===== src/rtl/tohost_pkg.sv =====
// Shared types and constants for the tohost monitor: FSM states, the tohost address,
// the pass encoding and the result record.
package tohost_pkg;

    localparam int TH_XLEN  = 32;
    localparam int TH_CNT_W = 32;

    localparam logic [TH_XLEN-1:0] TOHOST_ADDR_DEF = 32'h0000_1000;
    localparam logic [TH_XLEN-1:0] PASS_CODE       = 32'h0000_0001;

    typedef enum logic [1:0] {
        IDLE   = 2'd0,
        RUN    = 2'd1,
        REPORT = 2'd2
    } state_t;

    typedef struct packed {
        logic                  pass;
        logic                  timeout;
        logic [TH_XLEN-2:0]    testnum;
        logic [TH_CNT_W-1:0]   cycles;
    } result_t;

endpackage


===== src/rtl/tohost_monitor_if.sv =====
// Memory write tap, start pulse and result handshake between the bench and the monitor.
interface tohost_monitor_if #(
    parameter int XLEN  = 32,
    parameter int CNT_W = 32
);
    logic                start;
    logic                mem_we;
    logic [XLEN-1:0]     mem_addr;
    logic [XLEN-1:0]     mem_wdata;
    logic [XLEN/8-1:0]   mem_wstrb;
    logic                busy;
    logic                res_valid;
    logic                res_ready;
    logic                res_pass;
    logic                res_timeout;
    logic [XLEN-2:0]     res_testnum;
    logic [CNT_W-1:0]    res_cycles;

    modport master (
        output start, mem_we, mem_addr, mem_wdata, mem_wstrb, res_ready,
        input  busy, res_valid, res_pass, res_timeout, res_testnum, res_cycles
    );

    modport slave (
        input  start, mem_we, mem_addr, mem_wdata, mem_wstrb, res_ready,
        output busy, res_valid, res_pass, res_timeout, res_testnum, res_cycles
    );
endinterface


===== src/rtl/tohost_monitor_sat_counter.sv =====
// Saturating up-counter with synchronous clear; exposes the next count and whether
// that next count equals the supplied limit.
module sat_counter #(
    parameter int CNT_W = 32
) (
    input  logic             clk,
    input  logic             rst,
    input  logic             clr_i,
    input  logic             en_i,
    input  logic [CNT_W-1:0] limit_i,
    output logic [CNT_W-1:0] count_o,
    output logic [CNT_W-1:0] count_next_o,
    output logic             at_limit_o
);
    logic [CNT_W-1:0] count_q, count_d;

    always_comb begin
        count_d = count_q;
        if (clr_i)
            count_d = '0;
        else if (en_i && !(&count_q))
            count_d = count_q + 1'b1;
    end

    always_ff @(posedge clk or negedge rst) begin
        if (!rst) count_q <= '0;
        else      count_q <= count_d;
    end

    assign count_o      = count_q;
    assign count_next_o = count_d;
    assign at_limit_o   = (count_d == limit_i);
endmodule


===== src/rtl/tohost_monitor.sv =====
// Watches the data-memory write port for the riscv-tests tohost handshake and
// reports pass/fail/timeout through a valid/ready result record.
module tohost_monitor
    import tohost_pkg::*;
#(
    parameter int              XLEN        = TH_XLEN,
    parameter logic [XLEN-1:0] TOHOST_ADDR = TOHOST_ADDR_DEF,
    parameter int              TIMEOUT     = 5000,
    parameter int              CNT_W       = TH_CNT_W
) (
    input logic        clk,
    input logic        rst,
    tohost_monitor_if.slave bus
);
    localparam logic [CNT_W-1:0] LIMIT = CNT_W'(TIMEOUT);

    state_t           state_q, state_d;
    result_t          res_q, res_d;
    logic             cnt_clr, cnt_en, at_limit, hit;
    logic [CNT_W-1:0] cnt_q, cnt_next;

    sat_counter #(.CNT_W(CNT_W)) u_cnt (
        .clk          (clk),
        .rst          (rst),
        .clr_i        (cnt_clr),
        .en_i         (cnt_en),
        .limit_i      (LIMIT),
        .count_o      (cnt_q),
        .count_next_o (cnt_next),
        .at_limit_o   (at_limit)
    );

    // Only full-word writes with bit0 set terminate; bit0=0 is the syscall encoding.
    assign hit = bus.mem_we && (bus.mem_addr == TOHOST_ADDR) &&
                 (&bus.mem_wstrb) && bus.mem_wdata[0];

    always_comb begin
        state_d = state_q;
        res_d   = res_q;
        cnt_clr = 1'b0;
        cnt_en  = 1'b0;
        unique case (state_q)
            IDLE: begin
                if (bus.start) begin
                    state_d = RUN;
                    cnt_clr = 1'b1;
                end
            end
            RUN: begin
                cnt_en = 1'b1;
                if (hit) begin
                    state_d       = REPORT;
                    res_d.pass    = (bus.mem_wdata == XLEN'(PASS_CODE));
                    res_d.timeout = 1'b0;
                    res_d.testnum = bus.mem_wdata[XLEN-1:1];
                    res_d.cycles  = cnt_next;
                end else if (at_limit) begin
                    state_d       = REPORT;
                    res_d.pass    = 1'b0;
                    res_d.timeout = 1'b1;
                    res_d.testnum = '0;
                    res_d.cycles  = cnt_next;
                end
            end
            REPORT: begin
                if (bus.res_ready) state_d = IDLE;
            end
            default: state_d = IDLE;
        endcase
    end

    always_ff @(posedge clk or negedge rst) begin
        if (!rst) begin
            state_q <= IDLE;
            res_q   <= '0;
        end else begin
            state_q <= state_d;
            res_q   <= res_d;
        end
    end

    assign bus.busy        = (state_q != IDLE);
    assign bus.res_valid   = (state_q == REPORT);
    assign bus.res_pass    = res_q.pass;
    assign bus.res_timeout = res_q.timeout;
    assign bus.res_testnum = res_q.testnum;
    assign bus.res_cycles  = res_q.cycles;
endmodule


===== src/flat_wrapper.sv =====
// flat-port wrapper written by rule: the top's interface ports become plain ports
module tohost_monitor_flat import tohost_pkg::*;
#(
    parameter int              XLEN        = TH_XLEN,
    parameter logic [XLEN-1:0] TOHOST_ADDR = TOHOST_ADDR_DEF,
    parameter int              TIMEOUT     = 5000,
    parameter int              CNT_W       = TH_CNT_W
)
  (clk, rst, bus_start, bus_mem_we, bus_mem_addr, bus_mem_wdata, bus_mem_wstrb, bus_res_ready, bus_busy, bus_res_valid, bus_res_pass, bus_res_timeout, bus_res_testnum, bus_res_cycles);
  tohost_monitor_if #(.XLEN(XLEN), .CNT_W(CNT_W)) bus_i ();
  input logic clk;
  input logic rst;
  input wire logic [$bits(bus_i.start)-1:0] bus_start;
  input wire logic [$bits(bus_i.mem_we)-1:0] bus_mem_we;
  input wire logic [$bits(bus_i.mem_addr)-1:0] bus_mem_addr;
  input wire logic [$bits(bus_i.mem_wdata)-1:0] bus_mem_wdata;
  input wire logic [$bits(bus_i.mem_wstrb)-1:0] bus_mem_wstrb;
  input wire logic [$bits(bus_i.res_ready)-1:0] bus_res_ready;
  output wire logic [$bits(bus_i.busy)-1:0] bus_busy;
  output wire logic [$bits(bus_i.res_valid)-1:0] bus_res_valid;
  output wire logic [$bits(bus_i.res_pass)-1:0] bus_res_pass;
  output wire logic [$bits(bus_i.res_timeout)-1:0] bus_res_timeout;
  output wire logic [$bits(bus_i.res_testnum)-1:0] bus_res_testnum;
  output wire logic [$bits(bus_i.res_cycles)-1:0] bus_res_cycles;
  assign bus_i.start = bus_start;
  assign bus_i.mem_we = bus_mem_we;
  assign bus_i.mem_addr = bus_mem_addr;
  assign bus_i.mem_wdata = bus_mem_wdata;
  assign bus_i.mem_wstrb = bus_mem_wstrb;
  assign bus_i.res_ready = bus_res_ready;
  assign bus_busy = bus_i.busy;
  assign bus_res_valid = bus_i.res_valid;
  assign bus_res_pass = bus_i.res_pass;
  assign bus_res_timeout = bus_i.res_timeout;
  assign bus_res_testnum = bus_i.res_testnum;
  assign bus_res_cycles = bus_i.res_cycles;
  tohost_monitor #(.XLEN(XLEN), .TOHOST_ADDR(TOHOST_ADDR), .TIMEOUT(TIMEOUT), .CNT_W(CNT_W)) u_core (.clk(clk), .rst(rst), .bus(bus_i));
endmodule

===== config.mk =====
export PLATFORM = sky130hd
export DESIGN_NAME = tohost_monitor_flat
export DESIGN_NICKNAME = d
export VERILOG_FILES = /design/src/rtl/tohost_pkg.sv /design/src/rtl/tohost_monitor_if.sv /design/src/rtl/tohost_monitor_sat_counter.sv /design/src/rtl/tohost_monitor.sv /design/src/flat_wrapper.sv
export SDC_FILE = /design/constraint.sdc
export NUM_CORES = 1
export LEC_CHECK = 0
export CAP_MARGIN = 5
export CORE_MARGIN = 2
export CORE_UTILIZATION = 44
export DETAILED_ROUTE_END_ITERATION = 12
export GPL_TIMING_DRIVEN = 0
export PLACE_DENSITY = 0.81
export SYNTH_ARGS = -nofsm -noshare
export SYNTH_HDL_FRONTEND = slang
export SYNTH_SLANG_ARGS = --single-unit

===== constraint.sdc =====
create_clock -name clk -period 3.2 [get_ports clk]
set_input_delay 0.64 -clock clk [delete_from_list [all_inputs] [get_ports clk]]
set_output_delay 0.64 -clock clk [all_outputs]
set_load 0.01 [all_outputs]

==> results.txt <==
post-route insts no fill: 808
row cnt: 39
most instantiated library cell after synthesis: dfrtp_1
Area contributors post-synth: dfrtp_1, mux2i_1, mux2_4, nor2_1, nor4_1
crit path buf inv count: 2
Port Buffers: 139
Worst slew margin: 49.0%
Yosys top cell area share: 48.7%
sequential share of the synthesized area: 48.7%
# hold bufs at CTS: 0
clk slew on worst S/H paths: 0.07 ns
gr usage total: 27.2%
Post-synth EDFFs: 0
R2R cell count: 11
max cap viols: 0
synth unique cells: 65
CP max-delay cell: or4_4
Leak: 3.21 nW
Core ar.: 0.0114 mm2
fmax: 285 MHz
Die Y: 112 um
H-Tree Level Count: 3
vias in the first global route: 4,850
CP max FO: 6
TritonRoute pass-1 iters: 6
Syn. warnings: 0
Worst path depth: 11
Syn Inst Count: 474
die area: 0.0124 mm2
syn_nets: 548
RSZ-0062 raised after global routing: yes
total power divided by cell area: 392 mW/mm2
layout net count: 735
Final Hold Violating Endpoints: 0
placed cells: 757
final count of negative-setup-slack endpoints: 61
CTS sink count: 99
setup TNS: -11.22 ns
Clock Skew: 0.00895 ns
Longest Clk Path Bufs: 2
Die Wd: 112 um
Layout area overhead: 52.9%
most common library cells after synthesis: dfrtp_1, nor2_1, mux2i_1
routing usage on met2: 45.9%
ant diodes: 0
asr flop ratio synth: 100%
share of cells above drive strength 1: 27.8%
status: complete, but fails checks
ANT nets after route: 0
Critical Path, Cell by Cell: nand4_1 -> or4_4 -> o21ai_4 -> nor3_2 -> mux2i_2 -> or4_4 -> nor4_4 -> a41oi_2 -> buf_6 -> buf_8 -> mux2_4
most frequent CP cell: or4_4
Setup Crit Path Kind: flip-flop to flip-flop
type of origin of the critical path: flip-flop
min Tclk post-route: 3.51 ns
vias per std cell: 5.81
Initial Utilization: 44.8%
CTS tree: yes
crit path capture type: flip-flop
synthesized area per cell: 10.7 um2
initial antenna violation count: 0
wire length per cell: 20.8 um
M1 GR Usage: 31.7%
Max IR drop VDD: 0.445 mV
routed via count: 4,696
pre-CTS WS: -0.650 ns
Worst path max stage delay: 0.63 ns
failing checks: setup timing
DRT iter0 DRCs: 235
Crit. Startpoint: u_core.u_cnt.count_o[23]
met3 Track Usage GR: 9.85%
drt drc: 0
placer's final routability congestion estimate: 0.940
fin worst setup slack: -0.309 ns
Synth Register Bits: 99
gr busiest metal: met2
Req. time, crit path: 3.43 ns
pin count of the biggest net entering global routing: 65
clk_lat worst skew: 0.35 ns
mapped cell area: 0.00509 mm2
Hold WC Path Type: input pin to async pin
crit share post-route: 110%
Max Slew Vio Count: 0
DRT Wirelength: 16,800 um
top cell type by total area after synthesis: dfrtp_1
GRT Residual Overflow: 0
reg2reg start: u_core.u_cnt.count_o[23]
Arr. time, crit path: 3.74 ns
Top FF cell, synth: dfrtp_1
global-route wire length before repair: 26,200 um
DP Area: 0.00674 mm2
I/O pin cnt: 140
CTS Buf Count: 9
dpl hpwl: 11,300 um
Slew @ Worst Pin: 0.765 ns
delay-heaviest family, CP: simple AND/OR/NAND/NOR gates
clock root buffer: clkbuf_16
final instance area: 0.00778 mm2
## per-stage QoR
stage                     hold slack [ns]  util, %  power (mW)
final                               0.248     68.4        3.05
after global placement              0.463     59.1        1.89
after global routing                0.280     68.4        3.17
after CTS                           0.258     67.2        3.05
after floorplan                     0.344        -        1.66
after detailed placement            0.471     59.3        1.91
## power by group
group / switching, mW / internal, mW
registers: 0.0856 / 1.31
logic: 0.315 / 0.281
clock network: 0.488 / 0.571
total: 0.889 / 2.16
## worst register-to-register path, cell delays in order, from the launching register on
cell	delay, ns
dfrtp_1	0.50
nand4_1	0.21
or4_4	0.63
o21ai_4	0.22
nor3_2	0.08
mux2i_2	0.18
or4_4	0.56
nor4_4	0.22
a41oi_2	0.17
buf_6	0.18
buf_8	0.15
mux2_4	0.29
## kinds of logic after synthesis
logic type	count (synthesis)	synth area share, %
AND/OR/NAND/NOR	215	23.4
flip-flops	99	48.7
multiplexers	65	14.8
AO/OA/AOI/OAI	55	8.02
buffers and inverters	31	3.49
XOR/XNOR	8	1.38
adder cells (fa/ha/maj)	1	0.246
## registers in the layout, summed over array words and instances (netlist names)
name,flops
u_core.state_q,2
u_core.bus.res_testnum,31
u_core.bus.res_pass,1
u_core.bus.res_timeout,1
u_core.bus.res_cycles,32
u_core.u_cnt.count_o,32
## cell type report
class	instances	area [um2]
fillers	869	3590
multi-input cells	344	2820
flip-flops and latches	99	2490
repair buffers	179	1800
clock buffers	11	253
well taps	143	179
plain buffers	18	169
inverters	10	37.5
clock inverters	4	33.8
## cells in the final DEF, fill, tap and decap left out, types with 5 or more instances in the layout
cell / synthesis / layout
buf_8: 0 / 5
nand2_1: 25 / 25
buf_4: 0 / 27
nor2_2: 1 / 26
nor2_1: 75 / 37
nor4_1: 21 / 19
dfrtp_1: 99 / 92
dfrtp_2: 0 / 7
a21oi_1: 8 / 5
mux2i_1: 44 / 41
nor2_4: 0 / 13
clkbuf_8: 3 / 5
clkdlybuf4s50_1: 0 / 138
clkbuf_1: 7 / 6
o21ai_0: 10 / 10
nand4_1: 15 / 15
nand3_1: 10 / 7
buf_6: 3 / 10
inv_1: 10 / 10
nor3_1: 13 / 9
mux2_4: 20 / 20
clkbuf_16: 0 / 9
## layer usage
metal / wire length (um) / vias up / share of wire (%)
li1: - / 2115 / -
met5: 0 / - / 0
met3: 1400 / 50 / 8.3
met1: 6540 / 2304 / 39
met2: 8320 / 227 / 50
met4: 523 / 0 / 3.1
## repair_timing
| action | CTS | global route |
|---|---|---|
| gates cloned | 8 | 0 |
| pin swaps | 47 | 16 |
| setup endpoints to repair | 67 | 65 |
| setup buffers | 30 | 3 |
| gates resized for setup | 84 | 41 |
## final timing paths
kind	end	slack, ns
max in group asynchronous	u_core.u_cnt.count_o[22]	2.26
worst max-delay path	u_core.bus.res_cycles[12]	-0.31
min in group clk	u_core.bus.res_timeout	0.49
worst min register to register	u_core.bus.res_timeout	0.49
worst min-delay path	u_core.bus.res_cycles[9]	0.25
worst max register to register	u_core.bus.res_cycles[12]	-0.31
No activity file was read; power rests on OpenSTA's default activity.
